File: src/rtl/counter_ctrl_pkg.sv
// Shared encodings and defaults for the counter sequence controller.
package counter_ctrl_pkg;
  localparam int LEN_W_DEF = 8;
  localparam int Q_W_DEF   = 2;

  typedef enum logic [1:0] {
    OP_CLEAR = 2'b00,
    OP_LOAD  = 2'b01,
    OP_COUNT = 2'b10,
    OP_HOLD  = 2'b11
  } op_e;

  typedef enum logic [2:0] {
    IDLE, CLR, LD, CNT, HLD, FIN
  } state_e;
endpackage

File: src/rtl/counter_sequence_controller_if.sv
// Command handshake between host sequencer and counter_sequence_controller.
interface counter_sequence_controller_if #(parameter int LEN_W = 8);
  logic             Cmd_Valid;
  logic             Cmd_Ready;
  logic [1:0]       Cmd_Op;
  logic [LEN_W-1:0] Cmd_Len;

  modport master (output Cmd_Valid, Cmd_Op, Cmd_Len, input Cmd_Ready);
  modport slave  (input Cmd_Valid, Cmd_Op, Cmd_Len, output Cmd_Ready);
endinterface

File: src/rtl/counter_ctrl_len_timer.sv
// Loadable down counter timing the CNT/HLD phases; never wraps below zero.
module counter_ctrl_len_timer #(
  parameter int LEN_W = 8
) (
  input  logic             clk,
  input  logic             rst_n,
  input  logic             load_i,
  input  logic [LEN_W-1:0] len_i,
  input  logic             dec_i,
  output logic             zero_o,
  output logic             last_o
);
  logic [LEN_W-1:0] cnt_q, cnt_d;

  always_comb begin
    cnt_d = cnt_q;
    if (load_i)                    cnt_d = len_i;
    else if (dec_i && !zero_o)     cnt_d = cnt_q - LEN_W'(1);
  end

  always_ff @(posedge clk or negedge rst_n)
    if (!rst_n) cnt_q <= '0;
    else        cnt_q <= cnt_d;

  assign zero_o = (cnt_q == '0);
  assign last_o = (cnt_q == LEN_W'(1));
endmodule

File: src/rtl/counter_sequence_controller.sv
// Command sequencer driving Clear/Enable/Load of a 2-bit counter.
// Optional wrap monitor enabled by defining COUNTER_WRAP_MONITOR_EN.
module counter_sequence_controller
  import counter_ctrl_pkg::*;
#(
  parameter int LEN_W = LEN_W_DEF,
  parameter int Q_W   = Q_W_DEF
) (
  input  logic                          Clock,
  input  logic                          Resetn,
  counter_sequence_controller_if.slave  cmd,
  input  logic                          Abort,
  input  logic [Q_W-1:0]                Q,
  output logic                          Clear,
  output logic                          Enable,
  output logic                          Load,
  output logic                          Busy,
  output logic                          Done,
  output logic                          Aborted,
  output logic [Q_W-1:0]                Final_Q,
  output logic [LEN_W-1:0]              Wraps
);
  state_e           state_q, state_d;
  logic             clear_q, clear_d, enable_q, enable_d, load_q, load_d;
  logic             done_q, done_d, aborted_q, aborted_d;
  logic [Q_W-1:0]   final_q_q, final_q_d;
  logic [LEN_W-1:0] wraps_q, wraps_d;
  logic             accept, tmr_dec, tmr_zero, tmr_last;

  assign accept = cmd.Cmd_Valid && (state_q == IDLE);

  counter_ctrl_len_timer #(.LEN_W(LEN_W)) u_len_timer (
    .clk    (Clock),
    .rst_n  (Resetn),
    .load_i (accept),
    .len_i  (cmd.Cmd_Len),
    .dec_i  (tmr_dec),
    .zero_o (tmr_zero),
    .last_o (tmr_last)
  );

  always_comb begin
    state_d   = state_q;
    final_q_d = final_q_q;
    done_d    = 1'b0;
    aborted_d = 1'b0;
    tmr_dec   = 1'b0;
    case (state_q)
      IDLE: if (cmd.Cmd_Valid) begin
        case (op_e'(cmd.Cmd_Op))
          OP_CLEAR: state_d = CLR;
          OP_LOAD:  state_d = LD;
          OP_COUNT: state_d = (cmd.Cmd_Len == '0) ? FIN : CNT;
          default:  state_d = (cmd.Cmd_Len == '0) ? FIN : HLD;
        endcase
      end
      CLR, LD: state_d = FIN;
      CNT, HLD: begin
        tmr_dec = 1'b1;
        if (tmr_last || tmr_zero) state_d = FIN;
      end
      FIN: begin
        state_d   = IDLE;
        done_d    = 1'b1;
        final_q_d = Q;
      end
      default: state_d = IDLE;
    endcase
    // Abort overrides everything, including the FIN capture.
    if (Abort && state_q != IDLE) begin
      state_d   = IDLE;
      done_d    = 1'b0;
      aborted_d = 1'b1;
      final_q_d = final_q_q;
      tmr_dec   = 1'b0;
    end
    // Controls are registered from the next state so they line up with it.
    clear_d  = (state_d == CLR);
    load_d   = (state_d == LD);
    enable_d = (state_d == CLR) || (state_d == LD) || (state_d == CNT);
`ifdef COUNTER_WRAP_MONITOR_EN
    wraps_d = wraps_q;
    if (accept && op_e'(cmd.Cmd_Op) == OP_COUNT)
      wraps_d = '0;
    else if (state_q == CNT && enable_q && (&Q) && !(&wraps_q))
      wraps_d = wraps_q + LEN_W'(1);
`else
    wraps_d = '0;
`endif
  end

  always_ff @(posedge Clock or negedge Resetn)
    if (!Resetn) begin
      state_q   <= IDLE;
      clear_q   <= 1'b0;
      enable_q  <= 1'b0;
      load_q    <= 1'b0;
      done_q    <= 1'b0;
      aborted_q <= 1'b0;
      final_q_q <= '0;
      wraps_q   <= '0;
    end else begin
      state_q   <= state_d;
      clear_q   <= clear_d;
      enable_q  <= enable_d;
      load_q    <= load_d;
      done_q    <= done_d;
      aborted_q <= aborted_d;
      final_q_q <= final_q_d;
      wraps_q   <= wraps_d;
    end

  assign cmd.Cmd_Ready = (state_q == IDLE);
  assign Busy    = (state_q != IDLE);
  assign Clear   = clear_q;
  assign Enable  = enable_q;
  assign Load    = load_q;
  assign Done    = done_q;
  assign Aborted = aborted_q;
  assign Final_Q = final_q_q;
  assign Wraps   = wraps_q;
endmodule

File: src/flat_wrapper.sv
// flat-port wrapper written by rule: the top's interface ports become plain ports
module counter_sequence_controller_flat import counter_ctrl_pkg::*;
#(
  parameter int LEN_W = LEN_W_DEF,
  parameter int Q_W   = Q_W_DEF
)
  (Clock, Resetn, Abort, Q, Clear, Enable, Load, Busy, Done, Aborted, Final_Q, Wraps, cmd_Cmd_Valid, cmd_Cmd_Op, cmd_Cmd_Len, cmd_Cmd_Ready);
  counter_sequence_controller_if #(.LEN_W(LEN_W)) cmd_i ();
  input  logic Clock;
  input  logic Resetn;
  input  logic Abort;
  input  logic [Q_W-1:0] Q;
  output logic Clear;
  output logic Enable;
  output logic Load;
  output logic Busy;
  output logic Done;
  output logic Aborted;
  output logic [Q_W-1:0] Final_Q;
  output logic [LEN_W-1:0] Wraps;
  input wire logic [$bits(cmd_i.Cmd_Valid)-1:0] cmd_Cmd_Valid;
  input wire logic [$bits(cmd_i.Cmd_Op)-1:0] cmd_Cmd_Op;
  input wire logic [$bits(cmd_i.Cmd_Len)-1:0] cmd_Cmd_Len;
  output wire logic [$bits(cmd_i.Cmd_Ready)-1:0] cmd_Cmd_Ready;
  assign cmd_i.Cmd_Valid = cmd_Cmd_Valid;
  assign cmd_i.Cmd_Op = cmd_Cmd_Op;
  assign cmd_i.Cmd_Len = cmd_Cmd_Len;
  assign cmd_Cmd_Ready = cmd_i.Cmd_Ready;
  counter_sequence_controller #(.LEN_W(LEN_W), .Q_W(Q_W)) u_core (.Clock(Clock), .Resetn(Resetn), .cmd(cmd_i), .Abort(Abort), .Q(Q), .Clear(Clear), .Enable(Enable), .Load(Load), .Busy(Busy), .Done(Done), .Aborted(Aborted), .Final_Q(Final_Q), .Wraps(Wraps));
endmodule
File: config.mk
export PLATFORM = sky130hd
export DESIGN_NAME = counter_sequence_controller_flat
export DESIGN_NICKNAME = d
export VERILOG_FILES = /design/src/rtl/counter_ctrl_pkg.sv /design/src/rtl/counter_sequence_controller_if.sv /design/src/rtl/counter_ctrl_len_timer.sv /design/src/rtl/counter_sequence_controller.sv /design/src/flat_wrapper.sv
export SDC_FILE = /design/constraint.sdc
export NUM_CORES = 1
export LEC_CHECK = 0
export CORE_MARGIN = 5
export CORE_UTILIZATION = 40
export DETAILED_ROUTE_END_ITERATION = 10
export PLACE_DENSITY = 0.68
export SLEW_MARGIN = 20
export SYNTH_ARGS = -nofsm -noshare
export SYNTH_HDL_FRONTEND = slang
export SYNTH_SLANG_ARGS = --single-unit
File: constraint.sdc
create_clock -name Clock -period 2.4 [get_ports Clock]
set_input_delay 0.48 -clock Clock [delete_from_list [all_inputs] [get_ports Clock]]
set_output_delay 0.48 -clock Clock [all_outputs]
set_load 0.02 [all_outputs]
# Word level (Yosys, flattened, before mapping)
# Cells that the tools add are included.
# totals
wordCells	51
output_inout_bits	17
ff_bits	18
in_bits	16
# op_classes
bitwise_logic	1
add_sub_neg	1
n_reduce_logical	16
eq_ne	11
n_mux	14
# op_table
op	count
case mux 3 bit (3 select lines)	2
logical NOT 8 bit	2
2-to-1 mux 8 bit	2
equality test 3 x 2 -> 1 bit, second input constant	4
2-to-1 mux 3 bit	4
equality test 8 x 1 -> 1 bit, second input constant	1
subtractor 8 x 1 -> 8 bit, second input constant	1
equality test 3 x 1 -> 1 bit, second input constant	2
equality test 3 bit, second input constant	2
2-to-1 mux 1 bit	6
OR reduction 2 bit	2
logical AND 1 bit	3
logical NOT 3 bit	1
logical OR 1 bit	3
nonzero test 3 bit	1
equality test 2 x 1 -> 1 bit, second input constant	1
equality test 2 bit, second input constant	1
logical NOT 2 bit	1
AND reduction 2 bit	1
nonzero test 2 bit	1
logical NOT 1 bit	1
NOT 1 bit	1

# Depth between registers and ports, before layout
# depth
depth_word	9
mapped_depth	6
mapped_depth_nobuf	6

# Cells and area by module
# A second synthesis with hierarchy kept.
# hier_totals
cells_unflattened	123
hier_area_um2	1172.4
# by_module_without_submodules
module	seq_area_each_um2	area_per_inst_um2	cells_each	instances
counter_ctrl_len_timer	200.2	589.3	65	1
counter_sequence_controller	250.2	583.1	58	1

# Worst setup path after synthesis
# No wires, ideal clock.
# synth_path
path_type	register to output
startpoint	register u_core.state_q[2]
endpoint	output port Busy
stages_incl_launch_ff	4
arrival_time_ns	1.470
setup_slack_ns	0.450
path_buffers	1
required_ns	1.920
cell_sequence	dfrtp_1 > clkbuf_1 > nor3_1 > inv_1
# synth_between
elab_chain_cells	1
# synth_lines
element	line	source
from (decl)	counter_sequence_controller.sv:23	state_e state_q, state_d;
from (signal assigned)	counter_sequence_controller.sv:103	state_q <= state_d;
nonzero test 3 bit	counter_sequence_controller.sv:114	assign Busy = (state_q != IDLE);
to (decl)	flat_wrapper.sv:16	output logic Busy;
# Every way passes these cells.

# Worst setup path in the final report
# layout_path
startpoint	register u_core.state_q[2]
endpoint	output port cmd_Cmd_Ready
# layout_between
elab_chain_cells	1
# layout_lines
element	line	source
logical NOT 3 bit	counter_sequence_controller.sv:113	assign cmd.Cmd_Ready = (state_q == IDLE);
to (decl)	flat_wrapper.sv:24	output wire logic [$bits(cmd_i.Cmd_Ready)-1:0] cmd_Cmd_Ready;
# Every way passes these cells.

==> flow_summary.yaml <==
yosys:
  ys_ff_latch: 18
  yosysTopAreaCell: "dfrtp_1"
  syn_avg_cell_area_um2: 9.288
  syn_inst: 130
  seq_area_frac_synth_pct: 37.31
  synthDistinctLibCells: 47
  async_flop_share_pct: 100.0
  synth_ff_type: "dfrtp_1"
  syn_area_um2: 1207
  ys_warn_count: 0
  synth.top_cell.area_share_pct: 37.31
  synth_edf_count: 0
  synthTopCellsByArea: "dfrtp_1 37%, buf_4 5.6%, nor2_1 3.4%, ha_1 3.1%, nand2_1 3.1%"
worst_setup_path:
  r2r_start: "u_core.u_len_timer.cnt_q[4]$_DFFE_PN0P_"
  cp_slowest_cell: "clkdlybuf4s50_1"
  crit_type: "reg2out"
  crit_fanout: 7
  cp-end-kind: "primary output"
  critical_path.max_stage_delay_ns: 0.69
  start_kind: "flop"
  arrival_ns: 1.77
  cp.required_ns: 1.92
  path_cells: "nor3_1, clkdlybuf4s50_1"
  critPathLaunch: "u_core.state_q[2]$_DFF_PN0_"
route:
  drc: 0
  antenna_left: 0
  dr_total_vias: 1087
  drtIter0Drc: 72
  wire_per_inst_um: 15.14
  viasPerCell: 5.603
  drtPass1Iterations: 4
  drt-total-wl_mm: 2.937
clocking:
  clkSlewWorstSetupHoldPaths_ns: 0.11
  clkSinkCount: 18
  clk_latency_ns: 0.29
  cts_tree: "done"
  cts_resized: 0
  cts_hold_buf: 0
  root_buffer: "clkbuf_4"
  post-cts-setup-buffer-count: 0
  clock_path_buffers: 2
  cts_max_level: 1
  cts_buffers: 3
global_route:
  first_global_vias: 1163
  overflow: 0
  antenna_found_initial: 0
  grt_max_degree: 19
  gr-usage-all-layers_pct: 14.45
  grt_pass1_wl_mm: 4.892
sta:
  slew_viol_final: 0
  rsz0062_at_grt: "false"
  clock-skew-final_ns: 0.01132
  finalHoldViolCount: 0
  fin_tns_setup_ns: 0
  period_minus_slack_ns: 2.248
  fmax_ghz: 0.4449
  fin_crit_sh_pct: 93.65
  setup_viol_count_final: 0
power:
  p_total_mw: 1.584
  power.switching_mw: 0.6774
  combPwrFrac_pct: 54.3
  p_leak_nw: 0.6624
  p_clk_share_pct: 11.7
  internal_power_mw: 0.9067
  p_sw_share_pct: 42.76
  p_seq_share_pct: 34.0
  vdd_drop_max_mv: 0.4675
  p_per_area_nw_per_um2: 1034
run:
  drv_cap: 0
floorplanning:
  dieArea_um2: 4217
  die_w_um: 64.94
  core_um2: 2978
  die_h_um: 64.94
  io_pins: 33
  fp-row-count: 20
  start_util_pct: 40.55
min_path:
  hold_path_class: "in2async"
status:
  status: "finished clean"
finish:
  finish.instance_area_um2: 1533
  final_core_util_pct: 51.47
  stdcell_count: 194
  n_antenna_cell: 0
  drive_gt1_share_pct: 17.39
  finalNetCount: 181
  areaGrowthSynthToFinish_pct: 26.94
placement:
  place_congestion: 0.9278
  port_buffers: 24
  dp.cells: 190
  dp_hpwl_mm: 2.316
  postPlaceCellArea_um2: 1496
## power by group through the flow
stage          Clock, mW  Combinational (mW)  Sequential, mW
6_report           0.185               0.861           0.539
5_1_grt            0.201               0.943           0.556
4_1_cts            0.193               0.865           0.537
3_5_place_dp           0               0.863           0.542
3_3_place_gp           0               0.829           0.537
2_1_floorplan          0               0.532           0.561
## layout by cell type (no fill, tap or decap), types with 2 or more instances in the layout
master / synthesis / final
clkdlybuf4s50_1: 0 / 24
dfrtp_1: 18 / 18
nor2_1: 11 / 11
nand2_1: 10 / 10
inv_1: 9 / 9
buf_4: 9 / 9
conb_1: 1 / 8
nor3_1: 6 / 6
a21oi_1: 4 / 4
and3_1: 3 / 3
nor4_1: 3 / 3
nand4_1: 3 / 3
a31oi_1: 3 / 3
o211ai_1: 3 / 3
ha_1: 3 / 3
clkbuf_4: 0 / 3
or4_4: 2 / 2
or4b_2: 2 / 2
nand3_1: 2 / 2
o21ai_0: 2 / 2
nand3b_1: 2 / 2
a211oi_1: 2 / 2
nor3b_1: 2 / 2
mux2i_1: 2 / 2
mux2_2: 2 / 2
## logic make-up (layout without fill, tap and decap cells)
kind of cell	count (synthesis)	after routing	synth area share, %
simple gates	55	55	28.71
compound gates	27	27	17.10
buf+inv	22	46	9.947
flops	18	18	37.31
mux	4	4	3.523
fa+ha+maj	3	3	3.109
other cells	1	8	0.3106
## metal layers
layer  vias to the layer above  track usage [%]  part of all wire, %
met5                         -                0                    0
met4                         0            4.222                 0.51
met3                         2            3.640                  7.1
met2                        35            25.67                   51
met1                       527            17.01                   41
li1                        523                -                    -
## registers in the layout, indices dropped and copies added (netlist names)
signal / count
u_core.Load: 1
u_core.Clear: 1
u_core.u_len_timer.cnt_q: 8
u_core.state_q: 3
u_core.Aborted: 1
u_core.Done: 1
u_core.Final_Q: 2
u_core.Enable: 1
## metrics by stage
step / hold WS [ns] / setup slack (ns)
floorplan: 0.1844 / 0.4504
global placement: 0.4902 / 0.1901
detailed placement: 0.4985 / 0.1327
CTS: 0.5099 / 0.1219
global route: 0.5374 / 0.02298
finish: 0.5117 / 0.1525
## path summary, 6_finish.rpt
check / end / slack, ns / depth (start not counted)
max in group asynchronous: u_core.u_len_timer.cnt_q[1]$_DFFE_PN0P_ / 1.68 / 2
hold reg to reg: u_core.Final_Q[0]$_DFFE_PN0P_ / 0.52 / 1
setup reg to reg: u_core.Enable$_DFF_PN0_ / 0.40 / 4
hold / removal: u_core.state_q[0]$_DFF_PN0_ / 0.51 / 2
min in group Clock: u_core.Final_Q[0]$_DFFE_PN0P_ / 0.52 / 1
setup / recovery: cmd_Cmd_Ready / 0.15 / 2
## cells in the mapped netlist, drive strengths merged, types with 2 or more instances
cell,number
inv,9
o211ai,3
nor3b,2
dfrtp,18
nor2,11
nand3b,2
nor4b,2
nand3,2
or4b,2
ha,3
nand4,3
a31oi,3
buf,12
o21ai,2
nand2,10
a21oi,5
nor3,6
mux2i,2
nand2b,2
mux2,2
nand4b,2
or4,2
and3,3
a211oi,3
nor4,3
## cell type report
type | instances | area, µm²
Fill cell | 294 | 1445
Multi-Input combinational cell | 97 | 663.1
Sequential cell | 18 | 450.4
Timing Repair Buffer | 33 | 307.8
Tap cell | 33 | 41.29
Clock buffer | 4 | 36.28
Inverter | 9 | 33.78
## critical path: cells and delay by family (launching register included)
family / cells / cell delay [ns]
buffers and inverters: 1 / 0.69
flip-flops: 1 / 0.45
AND/OR/NAND/NOR: 1 / 0.34
(Power assumes the default switching activity.)
